**config.mk**
```make
export PLATFORM = sky130hd
export DESIGN_NAME = keypad_time_encoder_flat
export DESIGN_NICKNAME = d
export VERILOG_FILES = /design/src/rtl/keypad_pkg.sv /design/src/rtl/keypad_time_encoder_if.sv /design/src/rtl/key_debouncer.sv /design/src/rtl/keypad_time_encoder.sv /design/src/flat_wrapper.sv
export SDC_FILE = /design/constraint.sdc
export NUM_CORES = 1
export LEC_CHECK = 0
export CORE_ASPECT_RATIO = 1.5
export CORE_MARGIN = 2
export CORE_UTILIZATION = 51
export DETAILED_ROUTE_END_ITERATION = 7
export PLACE_DENSITY_LB_ADDON = 0.3
export SYNTH_ARGS = -nofsm -noshare
export SYNTH_HDL_FRONTEND = slang
export SYNTH_SLANG_ARGS = --single-unit
```
**constraint.sdc**
```tcl
create_clock -name clk -period 3.6 [get_ports clk]
set_input_delay 0.72 -clock clk [delete_from_list [all_inputs] [get_ports clk]]
set_output_delay 0.72 -clock clk [all_outputs]
set_load 0.03 [all_outputs]
```
**src/rtl/keypad_pkg.sv**
```systemverilog
// Shared types and limits for the keypad time-entry path.
package keypad_pkg;

  typedef enum logic [1:0] {
    StReleased,
    StPressCnt,
    StHeld,
    StReleaseCnt
  } deb_state_e;

  localparam logic [1:0] MAX_DIGITS    = 2'd3;
  localparam logic [3:0] MAX_SEC_TENS  = 4'd5;
  localparam logic [3:0] KEY_DIGIT_MAX = 4'd9;

  function automatic logic is_digit(input logic [3:0] code);
    return code <= KEY_DIGIT_MAX;
  endfunction

endpackage

```
**src/rtl/keypad_time_encoder_if.sv**
```systemverilog
// BCD digit bus from the keypad encoder to the display decoder and timer load path.
interface keypad_time_encoder_if;

  logic [3:0] min;
  logic [3:0] sec_tens;
  logic [3:0] sec_ones;
  logic [1:0] digit_count;
  logic       key_accept;
  logic       key_error;
  logic       time_valid;

  modport master (
    output min, sec_tens, sec_ones, digit_count, key_accept, key_error, time_valid
  );

  modport slave (
    input min, sec_tens, sec_ones, digit_count, key_accept, key_error, time_valid
  );

endinterface

```
**src/rtl/key_debouncer.sv**
```systemverilog
// Two-flop synchronizer plus press/release debounce; emits one accept event per press.
module key_debouncer
  import keypad_pkg::*;
#(
  parameter int unsigned DEBOUNCE_CYCLES = 4
) (
  input  logic       clk,
  input  logic       rst,
  input  logic       key_pressed,
  input  logic [3:0] key_code,
  output logic       accept_evt,
  output logic [3:0] accept_code
);

  localparam logic [15:0] DebMax = 16'(DEBOUNCE_CYCLES);

  // Strobe and code share one synchronizer so they stay aligned.
  logic [4:0] sync1_q, sync2_q;
  logic       sync_pressed;

  deb_state_e  state_q, state_d;
  logic [15:0] cnt_q, cnt_d, cnt_inc;

  always_ff @(posedge clk or posedge rst) begin
    if (rst) begin
      sync1_q <= '0;
      sync2_q <= '0;
      state_q <= StReleased;
      cnt_q   <= '0;
    end else begin
      sync1_q <= {key_pressed, key_code};
      sync2_q <= sync1_q;
      state_q <= state_d;
      cnt_q   <= cnt_d;
    end
  end

  assign sync_pressed = sync2_q[4];
  assign accept_code  = sync2_q[3:0];
  assign cnt_inc      = (cnt_q == DebMax) ? cnt_q : cnt_q + 16'd1;

  always_comb begin
    state_d    = state_q;
    cnt_d      = cnt_q;
    accept_evt = 1'b0;
    unique case (state_q)
      StReleased: begin
        if (sync_pressed) begin
          state_d = StPressCnt;
          cnt_d   = '0;
        end
      end
      StPressCnt: begin
        if (!sync_pressed) begin
          state_d = StReleased;
          cnt_d   = '0;
        end else if (cnt_inc == DebMax) begin
          state_d    = StHeld;
          cnt_d      = '0;
          accept_evt = 1'b1;
        end else begin
          cnt_d = cnt_inc;
        end
      end
      StHeld: begin
        // The first low sample counts toward the release window.
        if (!sync_pressed) begin
          if (DebMax == 16'd1) begin
            state_d = StReleased;
            cnt_d   = '0;
          end else begin
            state_d = StReleaseCnt;
            cnt_d   = 16'd1;
          end
        end
      end
      StReleaseCnt: begin
        if (sync_pressed) begin
          state_d = StHeld;
          cnt_d   = '0;
        end else if (cnt_inc == DebMax) begin
          state_d = StReleased;
          cnt_d   = '0;
        end else begin
          cnt_d = cnt_inc;
        end
      end
      default: begin
        state_d = StReleased;
        cnt_d   = '0;
      end
    endcase
  end

endmodule

```
**src/rtl/keypad_time_encoder.sv**
```systemverilog
// Keypad-to-BCD time entry: debounced digits shift in right-to-left into min:sec_tens sec_ones.
module keypad_time_encoder
  import keypad_pkg::*;
#(
  parameter int unsigned DEBOUNCE_CYCLES = 4
) (
  input  logic                         clk,
  input  logic                         rst,
  input  logic                         key_pressed,
  input  logic [3:0]                   key_code,
  input  logic                         entry_en,
  input  logic                         clear,
  keypad_time_encoder_if.master        bcd
);

  logic       accept_evt;
  logic [3:0] accept_code;

  key_debouncer #(
    .DEBOUNCE_CYCLES (DEBOUNCE_CYCLES)
  ) u_key_debouncer (
    .clk         (clk),
    .rst         (rst),
    .key_pressed (key_pressed),
    .key_code    (key_code),
    .accept_evt  (accept_evt),
    .accept_code (accept_code)
  );

  logic [3:0] min_q, min_d;
  logic [3:0] sec_tens_q, sec_tens_d;
  logic [3:0] sec_ones_q, sec_ones_d;
  logic [1:0] count_q, count_d;
  logic       accept_q, accept_d;
  logic       error_q, error_d;
  logic       valid_q, valid_d;
  logic       entry_en_q;

  always_ff @(posedge clk or posedge rst) begin
    if (rst) begin
      min_q      <= '0;
      sec_tens_q <= '0;
      sec_ones_q <= '0;
      count_q    <= '0;
      accept_q   <= 1'b0;
      error_q    <= 1'b0;
      valid_q    <= 1'b1;
      entry_en_q <= 1'b0;
    end else begin
      min_q      <= min_d;
      sec_tens_q <= sec_tens_d;
      sec_ones_q <= sec_ones_d;
      count_q    <= count_d;
      accept_q   <= accept_d;
      error_q    <= error_d;
      valid_q    <= valid_d;
      entry_en_q <= entry_en;
    end
  end

  always_comb begin
    min_d      = min_q;
    sec_tens_d = sec_tens_q;
    sec_ones_d = sec_ones_q;
    count_d    = count_q;
    accept_d   = 1'b0;
    error_d    = 1'b0;
    // Clear (or leaving entry mode) beats a coincident accept, which is dropped.
    if (clear || (entry_en_q && !entry_en)) begin
      min_d      = '0;
      sec_tens_d = '0;
      sec_ones_d = '0;
      count_d    = '0;
    end else if (accept_evt && entry_en) begin
      if (!is_digit(accept_code) || count_q == MAX_DIGITS) begin
        error_d = 1'b1;
      end else begin
        min_d      = sec_tens_q;
        sec_tens_d = sec_ones_q;
        sec_ones_d = accept_code;
        count_d    = count_q + 2'd1;
        accept_d   = 1'b1;
      end
    end
    valid_d = (sec_tens_d <= MAX_SEC_TENS);
  end

  assign bcd.min         = min_q;
  assign bcd.sec_tens    = sec_tens_q;
  assign bcd.sec_ones    = sec_ones_q;
  assign bcd.digit_count = count_q;
  assign bcd.key_accept  = accept_q;
  assign bcd.key_error   = error_q;
  assign bcd.time_valid  = valid_q;

endmodule

```
**src/flat_wrapper.sv**
```systemverilog
// flat-port wrapper written by rule: the top's interface ports become plain ports
module keypad_time_encoder_flat import keypad_pkg::*;
#(
  parameter int unsigned DEBOUNCE_CYCLES = 4
)
  (clk, rst, key_pressed, key_code, entry_en, clear, bcd_min, bcd_sec_tens, bcd_sec_ones, bcd_digit_count, bcd_key_accept, bcd_key_error, bcd_time_valid);
  keypad_time_encoder_if bcd_i ();
  input  logic clk;
  input  logic rst;
  input  logic key_pressed;
  input  logic [3:0] key_code;
  input  logic entry_en;
  input  logic clear;
  output wire logic [$bits(bcd_i.min)-1:0] bcd_min;
  output wire logic [$bits(bcd_i.sec_tens)-1:0] bcd_sec_tens;
  output wire logic [$bits(bcd_i.sec_ones)-1:0] bcd_sec_ones;
  output wire logic [$bits(bcd_i.digit_count)-1:0] bcd_digit_count;
  output wire logic [$bits(bcd_i.key_accept)-1:0] bcd_key_accept;
  output wire logic [$bits(bcd_i.key_error)-1:0] bcd_key_error;
  output wire logic [$bits(bcd_i.time_valid)-1:0] bcd_time_valid;
  assign bcd_min = bcd_i.min;
  assign bcd_sec_tens = bcd_i.sec_tens;
  assign bcd_sec_ones = bcd_i.sec_ones;
  assign bcd_digit_count = bcd_i.digit_count;
  assign bcd_key_accept = bcd_i.key_accept;
  assign bcd_key_error = bcd_i.key_error;
  assign bcd_time_valid = bcd_i.time_valid;
  keypad_time_encoder #(.DEBOUNCE_CYCLES(DEBOUNCE_CYCLES)) u_core (.clk(clk), .rst(rst), .key_pressed(key_pressed), .key_code(key_code), .entry_en(entry_en), .clear(clear), .bcd(bcd_i));
endmodule
```
==> metrics.txt, run 1 <==
Tot GR Track Use=0.1972; most frequent CP cell=nand4_1; layout cells sized above 1=0.08333; post-detailed-route count of antenna-violating nets=0; final hold viol count=0; clock latency on the worst-skew pair=0.30 ns; Synth Flop Type=dfrtp_1; Worst-path clk slew=0.08 ns; Initial DRC Count=44; share of power burned in combinational logic=0.204; switching power=around 0.00037 W; 1st-pass router iterations=4; chip height=between 80 and 90 um; CP cell instances=ha_1 > nand4_1 > or4b_1 > a22oi_1 > nand4_1 > nor4b_4 > and2_1 > a22o_1 > a21oi_2; EDFF count, synth=0; port buffer count=25; DP HPWL=a little over 3000 um; status=complete, no violations; Syn-to-layout area delta=16.13%; Die X=57.58 um; CP arrival=3.49 ns; fin nets=239; Initial Utilization=0.5262; clock share of power=0.316; max_cap viols=0; largest net degree at the start of global routing=47; Clock Tree Root=clkbuf_8; Worst Setup End Kind=flip-flop; Seq/Total Area, Yosys=0.5248; number of buffers created by CTS=5; count of cell types in the netlist=between 40 and 50; setup_tns=0 ns; vias per cell=6.172; Pint=0.0008398 W; Synth warnings=0; DR DRC count=0; Placer Congestion=roughly 0.87; sw frac=0.3078; Setup CP Type=reg -> reg; CP startpoint kind=flip-flop; Total Wirelength=4445 um; Final Cycle Share=0.9017; # resized after CTS=0; peak supply drop=0.3951 mV; Hold Path Class=reg -> reg; # diodes=0; GR Overflow Total=0; CTS max path bufs=2; unrepaired setup endpoints after global routing=false; most frequent cells in the layout=dfrtp_1, clkdlybuf4s50_1, a22o_1; final setup fails=0; asr flop ratio synth=1.000; minimum clock period=roughly 3.2 ns; instance count of the mapped netlist=209; leading cell type in the layout, fill and taps excluded=dfrtp_1; Fill cells=360; clk_skew=between 0.008 and 0.009 ns; first-pass GRT wire length=7431 um; I/O pins=26; average wire per standard cell=16.22 um; vias in the first global route=1567; Yosys reg bits=46; initial antenna violation count=0; Die Area=4857 um^2; sequential share of power=0.481; Static Leak=1.067 nW; Mapped Nets=between 200 and 250; Syn Std Cell Area=roughly 2200 um^2; CTS tree=done; Max Transition Viols Final=0; total power per unit cell area=approximately 480 nW/um^2; slew of the pin with the lowest slew margin=0.9670 ns; Hold Buf Count CTS=0; Slew HR=0.3553; crit-path max FO=14; vias after detailed routing=~1.7k; hold slack=0.3516 ns; # H-tree levels=2; Clock Sinks=46; core area=4173 um^2; max frequency=around 0.31 GHz; Setup Fix Bufs, Post-CTS=0; synthesized area per cell=around 11 um^2; slowest CP cell=nor4b_4; Core Rows=29; Worst path max stage delay=0.51 ns; Critical Path RT=3.84 ns
metal layers:
metal / wire length, um / global-route usage
met5: 0 / 0
met4: 98 / 0.09725
met3: 159 / 0.03236
met2: 2165 / 0.3048
met1: 2023 / 0.2666
flip-flops by register name, indices dropped and copies added, names as in the netlist, named ones only:
register	cells
u_core.bcd.digit_count	2
u_core.bcd.key_accept	1
u_core.bcd.key_error	1
u_core.bcd.min	4
u_core.bcd.sec_ones	4
u_core.bcd.sec_tens	4
u_core.bcd.time_valid	1
u_core.entry_en_q	1
u_core.u_key_debouncer.cnt_q	16
u_core.u_key_debouncer.state_q	1
u_core.u_key_debouncer.sync1_q	5
u_core.u_key_debouncer.sync2_q	5
worst max-delay path, delay by kind of cell, from the launching register on:
kind                     cells  cell delay, ns
AND/OR/NAND/NOR              5            1.89
AO/OA/AOI/OAI                3            0.48
adder cells (fa/ha/maj)      1            0.32
flip-flops                   1            0.48
kinds of logic (layout without fill, tap and decap cells):
family	after synthesis	after routing	share of synthesized area
flops	46	46	0.5248
mux	3	3	0.01481
simple gates	69	69	0.1789
xor+xnor	9	9	0.03590
compound gates	57	57	0.1858
buf+inv	22	41	0.04274
fa+ha+maj	3	3	0.01710
per-stage QoR:
| stage | cell area [um^2] | total power (W) | utilization | setup WS [ns] | instances |
|---|---|---|---|---|---|
| floorplan | 2196 | 0.0007803 | - | 0.8853 | 209 |
| detailed placement | 2440 | 0.0008408 | 0.5847 | 0.3692 | 266 |
| global route | 2550 | 0.001283 | 0.6111 | 0.07673 | 274 |
| finish | 2550 | 0.001213 | 0.6111 | 0.3539 | 274 |
| CTS | 2550 | 0.001225 | 0.6111 | 0.3321 | 274 |
| global placement | 2440 | 0.0008361 | 0.5847 | 0.4543 | 266 |
final timing paths:
check / cells past startpoint / startpoint / endpoint / slack (ns)
min in group asynchronous: 2 / rst / u_core.u_key_debouncer.cnt_q[10] / 0.92
setup / recovery: 9 / u_core.u_key_debouncer.cnt_q[0] / u_core.bcd.time_valid / 0.35
setup reg to reg: 9 / u_core.u_key_debouncer.cnt_q[0] / u_core.bcd.time_valid / 0.35
hold reg to reg: 0 / u_core.u_key_debouncer.sync1_q[3] / u_core.u_key_debouncer.sync2_q[3] / 0.35
hold / removal: 0 / u_core.u_key_debouncer.sync1_q[3] / u_core.u_key_debouncer.sync2_q[3] / 0.35
max in group asynchronous: 2 / rst / u_core.entry_en_q / 2.09
Yosys cell counts, types with 2 or more instances:
library cell	number	area [um^2]
dfrtp_1	45	1126
a22o_1	17	148.9
o21ai_0	13	65.06
nor2_1	12	45.04
nand2_1	11	41.29
a31oi_1	8	50.05
inv_1	8	30.03
clkbuf_1	7	26.28
nand4_1	7	43.79
buf_2	6	30.03
nand3_1	6	30.03
xnor2_1	6	52.55
a21oi_1	5	25.02
nor3_1	5	25.02
nor4_1	5	31.28
and2_1	4	25.02
and3_1	4	25.02
nand2b_1	4	25.02
ha_1	3	37.54
xor2_1	3	26.28
mux2_2	2	22.52
nor4b_1	2	17.52
o22ai_1	2	12.51
or2_2	2	12.51
cell type report:
class                   instances  area, um^2  share of cell area
flip-flops and latches         46        1152              0.4519
multi-input cells             141       949.7              0.3724
repair buffers                 25       250.2             0.09814
clock buffers                   6       72.57             0.02846
well taps                      46       57.56             0.02257
clock inverters                 2       37.54             0.01472
inverters                       8       30.03             0.01178
power groups by stage:
stage,Sequential [W],Clock [W],Combinational [W]
floorplan,0.000566,0,0.000214
global placement,0.000589,0,0.000247
detailed placement,0.000593,0,0.000248
CTS,0.000582,0.000393,0.000249
global route,0.000588,0.000417,0.000278
finish,0.000583,0.000383,0.000247
Note: power is estimated with default switching activity, not from simulation.
==> run 2: changes to the inputs <==
- CORE_MARGIN: 2 -> 4
==> metrics.txt, run 2 (synthesized netlist as in run 1, its figures left out) <==
unrepaired setup endpoints after global routing=false; Clock Tree Root=clkbuf_8; number of buffers created by CTS=5 (unchanged); Initial Utilization=0.5217 (-0.004537); minimum clock period=3.239 ns (-0.007485 ns); crit-path max FO=14 (unchanged); port buffer count=25 (unchanged); CP top delay family=simple AND/OR/NAND/NOR gates; Core Rows=29 (unchanged); final hold viol count=0 (unchanged); post-detailed-route count of antenna-violating nets=0 (unchanged); vias in the first global route=1569 (+0.13%); Top Registers=u_core.u_key_debouncer.cnt_q (16), u_core.u_key_debouncer.sync1_q (5), u_core.u_key_debouncer.sync2_q (5); max_cap viols=0 (unchanged); Worst path max stage delay=0.51 ns (about the same); Hold Path Class=reg -> reg; Largest register FFs=16 (unchanged); most frequent cells in the layout=dfrtp_1, clkdlybuf4s50_1, a22o_1; clk_skew=0.006712 ns (-0.002284 ns); CTS max path bufs=2 (unchanged); most frequent CP cell=nand4_1; GR Overflow Total=0 (unchanged); Slew HR=0.3298 (-0.02550); vias per cell=6.069 (-1.7%); chip height=88.37 um (+4.7%); CP startpoint kind=flip-flop; Initial DRC Count=79 (+80%); layout cells sized above 1=0.09170 (+0.008370); status=complete, no violations; Static Leak=1.079 nW (+1.2%); RR Endpoint=u_core.bcd.time_valid; vias after detailed routing=1669 (-1.3%); peak supply drop=0.4068 mV (+3.0%); slew of the pin with the lowest slew margin=1.005 ns (+0.03824 ns); worst r2r src=u_core.u_key_debouncer.cnt_q[0]; Total Wirelength=4716 um (+6.1%); DR DRC count=0 (unchanged); Worst-path clk slew=0.09 ns (about the same); initial antenna violation count=0 (unchanged); Worst Setup End Kind=flip-flop; Max Transition Viols Final=0 (unchanged); slowest CP cell=or4b_1; Hold Crit Depth=0 (unchanged); first-pass GRT wire length=7803 um (+5.0%); Die X=61.58 um (+6.9%); max frequency=0.3088 GHz (+0.23%); Setup Fix Bufs, Post-CTS=0 (unchanged); Hold Buf Count CTS=0 (unchanged); Syn-to-layout area delta=16.58%; core area=4209 um^2 (+0.87%); fin nets=240 (+0.42%); Critical Path RT=3.84 ns (about the same); leading cell type in the layout, fill and taps excluded=dfrtp_1; setup_tns=0 ns (unchanged); Placer Congestion=0.8762 (+1.1%); Die Area=5441 um^2 (+12%); # H-tree levels=2 (unchanged); Hold EP=u_core.u_key_debouncer.sync2_q[2]; final setup fails=0 (unchanged); Worst R2R Setup Slack=0.36 ns (about the same); # resized after CTS=0 (unchanged); CP cell instances=ha_1 > nand4_1 > or4b_1 > a22oi_1 > nand4_1 > nor4b_4 > and2_1 > a22o_1 > a21oi_2; average wire per standard cell=17.15 um (+5.7%); clock latency on the worst-skew pair=0.31 ns (about the same); Setup CP Type=reg -> reg; DP HPWL=3190 um (+4.6%); WP buf/inv=0 (unchanged); 1st-pass router iterations=4 (unchanged); Pwr Total=0.001234 W (+1.7%); CTS tree=done; Tot GR Track Use=0.1926 (-0.004540); Fill cells=372 (+3.3%); Reg2Reg Depth=9 (unchanged); Biggest register=u_core.u_key_debouncer.cnt_q; largest net degree at the start of global routing=47 (unchanged); # diodes=0 (unchanged); hold path startpoint=u_core.u_key_debouncer.sync1_q[2]; total power per unit cell area=482.0 nW/um^2 (+1.3%); I/O pins=26 (unchanged); Final Cycle Share=0.8996 (-0.002079); Clock Sinks=46 (unchanged); CP arrival=3.48 ns (about the same)
==> run 2: cell type report <==
| cell class | instances | area, um^2 | area share |
|---|---|---|---|
| clock buffer | 5 | 68.82 | 0.02688 |
| sequential | 46 | 1152 | 0.4501 |
| multi-input combinational | 141 | 949.7 | 0.3710 |
| tap | 46 | 57.56 | 0.02248 |
| inverter | 8 | 30.03 | 0.01173 |
| timing repair buffer | 26 | 257.7 | 0.1007 |
| clock inverter | 3 | 43.79 | 0.01711 |
==> run 2: through the flow <==
step | instances | instance area, um^2 | worst slack, ns | util | hold WS [ns]
after floorplan | 209 | 2196 | 0.8853 | - | 0.3312
after global placement | 267 | 2447 | 0.5407 | 0.5815 | 0.3323
after detailed placement | 267 | 2447 | 0.4206 | 0.5815 | 0.3355
after CTS | 275 | 2560 | 0.3868 | 0.6082 | 0.3566
after global routing | 275 | 2560 | 0.1210 | 0.6082 | 0.3631
final | 275 | 2560 | 0.3614 | 0.6082 | 0.3555
==> run 2: per-layer routing <==
layer | share of wire | track usage | up-vias
li1 | - | - | 803
met1 | 0.45 | 0.2611 | 830
met2 | 0.49 | 0.2879 | 25
met3 | 0.028 | 0.04380 | 11
met4 | 0.025 | 0.09266 | 0
met5 | 0 | 0 | -
==> run 2: report_power, final <==
part,internal [W],switching [W],total [W]
clock network,0.000208,0.000186,0.000394
logic,0.0000917,0.000164,0.000256
registers,0.000543,0.0000410,0.000584
total,0.000843,0.000391,0.00123
==> run 2: how the worst max path moves through the flow <==
stage                                    start                    end  depth (start not counted)
6_report       u_core.u_key_debouncer.cnt_q[0]  u_core.bcd.time_valid                          9
5_1_grt        u_core.u_key_debouncer.cnt_q[0]  u_core.bcd.time_valid                          9
4_1_cts        u_core.u_key_debouncer.cnt_q[0]  u_core.bcd.time_valid                          9
3_5_place_dp   u_core.u_key_debouncer.cnt_q[0]  u_core.bcd.time_valid                          9
3_3_place_gp   u_core.u_key_debouncer.cnt_q[0]  u_core.bcd.time_valid                          9
2_1_floorplan  u_core.u_key_debouncer.cnt_q[1]      u_core.bcd.min[0]                          9
==> run 3: changes to the inputs <==
- GPL_TIMING_DRIVEN: unset -> 0
- SKIP_LAST_GASP: unset -> 1
==> metrics.txt, run 3 (synthesized netlist as in run 1, its figures left out) <==
peak supply drop=0.4144 mV (+1.9%); slew of the pin with the lowest slew margin=0.5686 ns (-0.4366 ns); Worst path max stage delay=0.56 ns (+0.05 ns); Die X=61.58 um (unchanged); CTS max path bufs=2 (unchanged); status=complete, no violations; Core Rows=29 (unchanged); largest net degree at the start of global routing=32 (-32%); dpl cells=281 (+5.2%); port buffer count=25 (unchanged); final setup fails=0 (unchanged); Syn-to-layout area delta=20.63%; Setup CP Type=reg -> reg; Die Area=5441 um^2 (unchanged); leading cell type in the layout, fill and taps excluded=dfrtp_1; slowest CP cell=a2111oi_0; post-detailed-route count of antenna-violating nets=0 (unchanged); Placer Congestion=0.8657 (-1.2%); Initial DRC Count=60 (-24%); vias per cell=5.945 (-2.0%); Hold Path Class=reg -> reg; WP buf/inv=2 (+2); total power per unit cell area=471.9 nW/um^2 (-2.1%); Hold Buf Count CTS=0 (unchanged); CP cell instances=ha_1 > and3_1 > a31oi_1 > a2111oi_0 > nand4_1 > nor4b_4 > buf_4 > a221oi_2 > buf_2 > a22o_1; CP startpoint kind=flip-flop; DP HPWL=3422 um (+7.3%); setup_tns=0 ns (unchanged); Tot GR Track Use=0.1977 (+0.005103); minimum clock period=3.251 ns (+0.01237 ns); DR DRC count=0 (unchanged); I/O pins=26 (unchanged); Slew HR=0.6111 (+0.2813); clock latency on the worst-skew pair=0.30 ns (about the same); Hold Crit Depth=0 (unchanged); max frequency=0.3076 GHz (-0.38%); non-filler instance count after layout=291 (+5.8%); first-pass GRT wire length=8086 um (+3.6%); Critical Path RT=3.79 ns (-0.05 ns); CP top delay family=compound AO/OA/AOI/OAI gates; Fill cells=345 (-7.3%); Crit path depth=10 (+1); chip height=88.37 um (unchanged); clk_skew=0.009741 ns (+0.003029 ns); # diodes=0 (unchanged); vias in the first global route=1729 (+10%); Worst Setup End Kind=flip-flop; average wire per standard cell=16.48 um (-3.9%); # resized after CTS=0 (unchanged); Max Transition Viols Final=0 (unchanged); CTS tree=done; layout cells sized above 1=0.1184 (+0.02666); Initial Utilization=0.5217 (unchanged); Final Cycle Share=0.9031 (+0.003436); # H-tree levels=2 (unchanged); final hold viol count=0 (unchanged); core area=4209 um^2 (unchanged); Clock Sinks=46 (unchanged); CP arrival=3.44 ns (-0.04 ns); GR Overflow Total=0 (unchanged); Largest register FFs=16 (unchanged); vias after detailed routing=1730 (+3.7%); Top Registers=u_core.u_key_debouncer.cnt_q (16), u_core.u_key_debouncer.sync1_q (5), u_core.u_key_debouncer.sync2_q (5); Reg2Reg Depth=10 (+1); number of buffers created by CTS=5 (unchanged); max_cap viols=0 (unchanged); Worst-path clk slew=0.08 ns (about the same); Biggest register=u_core.u_key_debouncer.cnt_q; Clock Tree Root=clkbuf_8; Total Wirelength=4797 um (+1.7%); unrepaired setup endpoints after global routing=false; 1st-pass router iterations=5 (+1); fin nets=256 (+6.7%); initial antenna violation count=0 (unchanged); most frequent cells in the layout=dfrtp_1, clkdlybuf4s50_1, a22o_1; Static Leak=1.132 nW (+4.9%); crit-path max FO=10 (-4)
==> run 3: routing by layer <==
metal,GRT usage,part of all wire,vias up
met4,0.07336,0.023,0
met3,0.04672,0.044,8
li1,-,-,841
met2,0.3270,0.51,43
met1,0.2462,0.42,838
met5,0,0,-
==> run 3: metrics by stage <==
| stage | hold WS [ns] | setup WS [ns] | instance area [um^2] | total power [W] | util |
|---|---|---|---|---|---|
| after global routing | 0.3658 | 0.08558 | 2649 | 0.001327 | 0.6293 |
| after global placement | 0.3321 | 0.2821 | 2504 | 0.0008557 | 0.5948 |
| final | 0.3560 | 0.3490 | 2649 | 0.001250 | 0.6293 |
| after CTS | 0.3589 | 0.1256 | 2634 | 0.001249 | 0.6257 |
| after floorplan | 0.3312 | 0.8853 | 2196 | 0.0007803 | - |
| after detailed placement | 0.3397 | 0.2539 | 2524 | 0.0008639 | 0.5996 |
==> run 3: report_power, final <==
part / internal, W / switching [W]
registers: 0.000543 / 0.0000159
clock network: 0.000207 / 0.000177
logic: 0.000108 / 0.000199
total: 0.000858 / 0.000392
==> run 3: timing repair <==
action	4_1_cts	5_1_grt
endpoints found under the hold margin	0	0
setup buffers	0	2
setup endpoints to repair	0	21
==> run 3: area by class of cell <==
class	instances	area, um^2	share of cell area
Clock buffer	6	72.57	0.02740
Inverter	8	30.03	0.01134
Clock inverter	2	37.54	0.01417
Tap cell	46	57.56	0.02173
Sequential cell	46	1152	0.4351
Multi-Input combinational cell	141	949.7	0.3585
Buffer	14	63.81	0.02409
Timing Repair Buffer	28	285.3	0.1077
==> run 3: final timing paths <==
check | startpoint | endpoint | slack, ns
max | u_core.u_key_debouncer.cnt_q[1] | u_core.bcd.digit_count[1] | 0.35
min | u_core.u_key_debouncer.sync1_q[2] | u_core.u_key_debouncer.sync2_q[2] | 0.36
max reg2reg | u_core.u_key_debouncer.cnt_q[1] | u_core.bcd.digit_count[1] | 0.35
min reg2reg | u_core.u_key_debouncer.sync1_q[2] | u_core.u_key_debouncer.sync2_q[2] | 0.36
max in group asynchronous | rst | u_core.bcd.time_valid | 2.35
min in group asynchronous | rst | u_core.u_key_debouncer.cnt_q[8] | 0.70
==> edit 1: new RTL, flow settings as in run 2 <==
Make the reset (`rst`) synchronous in 2 clocked blocks.
--- a/src/rtl/key_debouncer.sv
+++ b/src/rtl/key_debouncer.sv
@@ -21,7 +21,7 @@
   deb_state_e  state_q, state_d;
   logic [15:0] cnt_q, cnt_d, cnt_inc;
 
-  always_ff @(posedge clk or posedge rst) begin
+  always_ff @(posedge clk) begin
     if (rst) begin
       sync1_q <= '0;
       sync2_q <= '0;
--- a/src/rtl/keypad_time_encoder.sv
+++ b/src/rtl/keypad_time_encoder.sv
@@ -36,7 +36,7 @@
   logic       valid_q, valid_d;
   logic       entry_en_q;
 
-  always_ff @(posedge clk or posedge rst) begin
+  always_ff @(posedge clk) begin
     if (rst) begin
       min_q      <= '0;
       sec_tens_q <= '0;
Behaviour: differs if rst is asserted again (counterexample within 10 cycles, from zero or initial values and one cycle with rst high); with rst held inactive, the same outputs for 10 cycles.
==> edit 1 against run 2 <==
Area after synthesis is 7.9% higher. Worst setup slack better by 0.32 ns. Sequential share of layout area fell by 11 points. Synthesized cell count rose by 32%. Design area rose by 4.4%. Sequential cell count is the same. Die area increased by 7.0%. Routed wire length increased by 12%. Non-clock buffer count rose by 1.
Power is not compared: it rests on default switching activity, and its combinational part moved more than twofold at a synthesized area within 25%.
==> edit 1: results (changes against run 2) <==
| Metric | Value |
|---|---|
| Status | finished, final reports clean |
| Min cycle time layout | 2.92 ns (-0.315 ns) |
| Top cells by count, synth | 46 x dfxtp_1, 31 x nand2_1, 27 x nor2_1 |
| Asr flop ratio synth | 0% (-100 points) |
| Post-synth top area cell | dfxtp_1 |
| Final RePlAce weighted congestion | 0.862 (-1.6%) |
| Worst Reg2Reg Path Length in Cells | 8 (-1) |
| Cell Area, Placed | 0.00258 mm² (+5.4%) |
| Cell depth of the worst hold path | 1 (+1) |
| Pre-CTS setup slack | 0.707 ns (+0.286 ns) |
| Ranking of synthesized cells by area | dfxtp_1 39%, mux2i_1 5.1%, nand2_1 4.9% |
| Distinct cells, synth | 51 (+11%) |
| Hold Crit Start | u_core.u_key_debouncer.sync1_q[2] |
| Largest net degree at the start of global routing | 26 (-45%) |
| Fillers | 414 (+11%) |
| RR Endpoint | u_core.bcd.time_valid |
| CTS max path bufs | 2 (unchanged) |
| Final Skew | 0.00740 ns (+0.000686 ns) |
| Share of layout cells above drive strength 1 | 8.30% (-0.87 points) |
| Vias | 1989 (+19%) |
| Worst EP arrival | 3.11 ns (-0.37 ns) |
| First-pass GRT wire length | 9030 µm (+16%) |
| Post-cts sizing count | 0 (unchanged) |
| Max FO, Critical Path | 13 (-1) |
| Total track usage | 19.6% (+0.30 points) |
| Worst Tran Pin Value | 0.889 ns (-0.116 ns) |
| Hold EP | u_core.u_key_debouncer.sync2_q[2] |
| Post-Route WL | 5270 µm (+12%) |
| Iter 0 DRT Violations | 121 (+53%) |
| Total nets after synthesis | 287 (+30%) |
| Seq/Total Area, Yosys | 38.9% (-14 points) |
## edit 1: changes by cell type in the layout (fill, tap and decap cells not counted), moves of 4 or more
cell,change
mux2i_1,+11
a21oi_1,+13
dfrtp_1,-45
dfxtp_1,+46
nor2_1,+15
nand4_1,+7
a22o_1,-17
o21ai_0,-4
nor2b_1,+10
nand2_1,+20
## edit 1: metrics by stage
stage	power, mW	util [%]	instances	hold slack (ns)
finish	0.889	59.4	337	0.442
global route	0.927	59.4	337	0.463
CTS	0.899	59.4	337	0.445
detailed placement	0.570	57.3	329	0.425
global placement	0.570	57.3	329	0.417
floorplan	0.553	-	275	0.414
## edit 1: how the worst max path moves through the flow
stage	from	endpoint	cells after the start
CTS	u_core.u_key_debouncer.cnt_q[1]	u_core.bcd.time_valid	8
finish	u_core.u_key_debouncer.cnt_q[1]	u_core.bcd.time_valid	8
global route	u_core.u_key_debouncer.cnt_q[3]	u_core.bcd.time_valid	7
global placement	u_core.u_key_debouncer.cnt_q[0]	u_core.bcd.time_valid	8
detailed placement	u_core.u_key_debouncer.cnt_q[1]	u_core.bcd.time_valid	8
floorplan	u_core.u_key_debouncer.cnt_q[1]	u_core.bcd.time_valid	10
## edit 1: logic make-up after synthesis
family | count (synthesis) | synth area share [%]
AND/OR/NAND/NOR | 124 | 31.3
AO/OA/AOI/OAI | 49 | 13.3
flip-flops | 46 | 38.9
buffers and inverters | 32 | 6.60
multiplexers | 12 | 5.07
XOR/XNOR | 9 | 3.33
adder cells (fa/ha/maj) | 3 | 1.58
## edit 1: layout make-up
class,instances,area share (%)
flip-flops and latches,46,34.4
well taps,48,2.25
repair buffers,27,9.92
multi-input cells,197,48.3
clock inverters,2,0.468
clock buffers,6,3.09
inverters,11,1.54
## edit 1: critical path, cell delays in order (launching register included)
cell and delay, ns:
dfxtp_1 0.43, ha_1 0.33, nand4_1 0.22, nor4_4 0.45, mux2i_1 0.19, a21oi_1 0.37
nand4_4 0.32, mux2i_1 0.21, o32a_1 0.30
## edit 1: layer usage
metal,vias to the layer above,wire length [µm],track usage [%]
li1,992,-,-
met1,938,2150,21.2
met2,46,2820,36.1
met3,13,163,3.34
met4,0,133,8.83
met5,-,0,0
## edit 1: power groups by stage
stage               registers, mW  logic, mW  clock network (mW)
global placement            0.531     0.0396                   0
CTS                         0.519     0.0399               0.340
finish                      0.519     0.0397               0.331
floorplan                   0.529     0.0237                   0
global route                0.520     0.0446               0.362
detailed placement          0.531     0.0395                   0
==> edit 2: new RTL, flow settings as in run 2 <==
Made on the original files. Re-encode `deb_state_e` (4 states) as Gray code, 2 bits wide.
--- a/src/rtl/keypad_pkg.sv
+++ b/src/rtl/keypad_pkg.sv
@@ -2,10 +2,10 @@
 package keypad_pkg;
 
   typedef enum logic [1:0] {
-    StReleased,
-    StPressCnt,
-    StHeld,
-    StReleaseCnt
+    StReleased   = 2'b00,
+    StPressCnt   = 2'b01,
+    StHeld       = 2'b11,
+    StReleaseCnt = 2'b10
   } deb_state_e;
 
   localparam logic [1:0] MAX_DIGITS    = 2'd3;
Function: same outputs for any inputs over 10 cycles, from zero or initial values and one cycle with rst high; not proved beyond that.
==> edit 2 against run 2 <==
Critical endpoint unchanged. Combinational power increased by 50%. Critical path type unchanged. Total power is 8.7% higher. Design area up 10%. Worst setup slack got worse by 0.12 ns. Clock skew decreased by 0.00090 ns. Area after synthesis grew 9.2%. Sequential cell count stayed put. Via count increased by 15%. Routed wire length grew 11%. Sequential power decreased by 3%. Non-clock buffer count rose by 6.
==> edit 2: results (changes against run 2) <==
| Metric | Value |
|---|---|
| Ranking of synthesized cells by area | dfrtp_1 47%, a22o_1 5.1%, ha_1 3.7% |
| Share of layout cells above drive strength 1 | 11.2% (+2.1 points) |
| Total nets after synthesis | 252 (+14%) |
| Seq. pwr | 566 µW (-3%) |
| Total track usage | 18.8% (-0.50 points) |
| Met3 WL post-DR | 269 µm (+110%) |
| Pre-CTS setup slack | 0.161 ns (-0.259 ns) |
| Final RePlAce weighted congestion | 0.923 (+5.4%) |
| M1 GR Usage | 22.3% (-3.8 points) |
| Cell-internal power | 889 µW (+5.5%) |
| First-pass GRT wire length | 8630 µm (+11%) |
| Reg2Reg Setup Slack | 0.24 ns (-0.12 ns) |
| Worst VDD drop | 0.230 mV (-43%) |
| Vias in the first global route | 1791 (+14%) |
| Met2 GRT Util | 30.9% (+2.1 points) |
| Placed instance count | 314 (+18%) |
| M1 wire length | 2160 µm (+0.61%) |
| Hpwl dp | 3610 µm (+13%) |
| Cell Area, Placed | 0.00270 mm² (+10%) |
| Final Non-Filler Cells | 322 (+17%) |
| Leak | 1.21 nW (+12%) |
| Via density | 5.94 (-2.1%) |
| Iter 0 DRT Violations | 114 (+44%) |
| Status | finished, final reports clean |
| Met2 wire length | 2620 µm (+13%) |
| Switching Fraction | 33.7% (+2.0 points) |
| Worst Reg2Reg Path Length in Cells | 10 (+1) |
| Post-Route WL | 5240 µm (+11%) |
| Top cells by count, synth | 45 x dfrtp_1, 16 x a21oi_1, 14 x a22o_1, 14 x o21ai_0, 13 x nand2_1 |
| Worst Tran Pin Value | 0.942 ns (-0.0634 ns) |
| Final Skew | 0.00581 ns (-0.000903 ns) |
| CP max stage delay | 0.56 ns (+0.05 ns) |
| Synthesized area per cell | 10.2 µm² (-3.3%) |
| Seq/Total Area, Yosys | 48.0% (-4.4 points) |
| Post-layout nets | 273 (+14%) |
-- edit 2: changes by cell type after synthesis, moves of 3 or more --
cell	run 2	this run
a21o_1	0	5
a21oi_1	5	16
a22o_1	17	14
a31oi_1	8	3
and2_1	4	1
buf_2	6	9
ha_1	3	7
nand3_1	6	11
nand4_1	7	4
-- edit 2: repair_timing --
action / CTS / global route
endpoints found under the setup margin: 0 / 26
gates resized for setup: 0 / 4
endpoints found under the hold margin: 0 / 0
hold buffers: 0 / 0
-- edit 2: area by class of cell --
class	count	area, µm²
multi-input cells	164	1150
repair buffers	32	303
clock inverters	3	43.8
well taps	64	80.1
flip-flops and latches	46	1150
fillers	375	1710
clock buffers	5	68.8
inverters	8	30.0
-- edit 2: worst min path at each step --
stage	startpoint	endpoint	slack (ns)
floorplan	u_core.u_key_debouncer.sync1_q[0]	u_core.u_key_debouncer.sync2_q[0]	0.33
global placement	u_core.u_key_debouncer.sync1_q[0]	u_core.u_key_debouncer.sync2_q[0]	0.33
detailed placement	u_core.u_key_debouncer.sync1_q[2]	u_core.u_key_debouncer.sync2_q[2]	0.34
CTS	u_core.u_key_debouncer.sync1_q[2]	u_core.u_key_debouncer.sync2_q[2]	0.36
global route	u_core.u_key_debouncer.sync1_q[1]	u_core.u_key_debouncer.sync2_q[1]	0.37
finish	u_core.u_key_debouncer.sync1_q[1]	u_core.u_key_debouncer.sync2_q[1]	0.35
-- edit 2: logic make-up after synthesis --
group,Yosys count,synth area share [%]
flops,46,48.0
mux,5,2.19
fa+ha+maj,7,3.65
compound gates,65,18.3
buf+inv,26,4.85
simple gates,77,19.3
xor+xnor,10,3.65
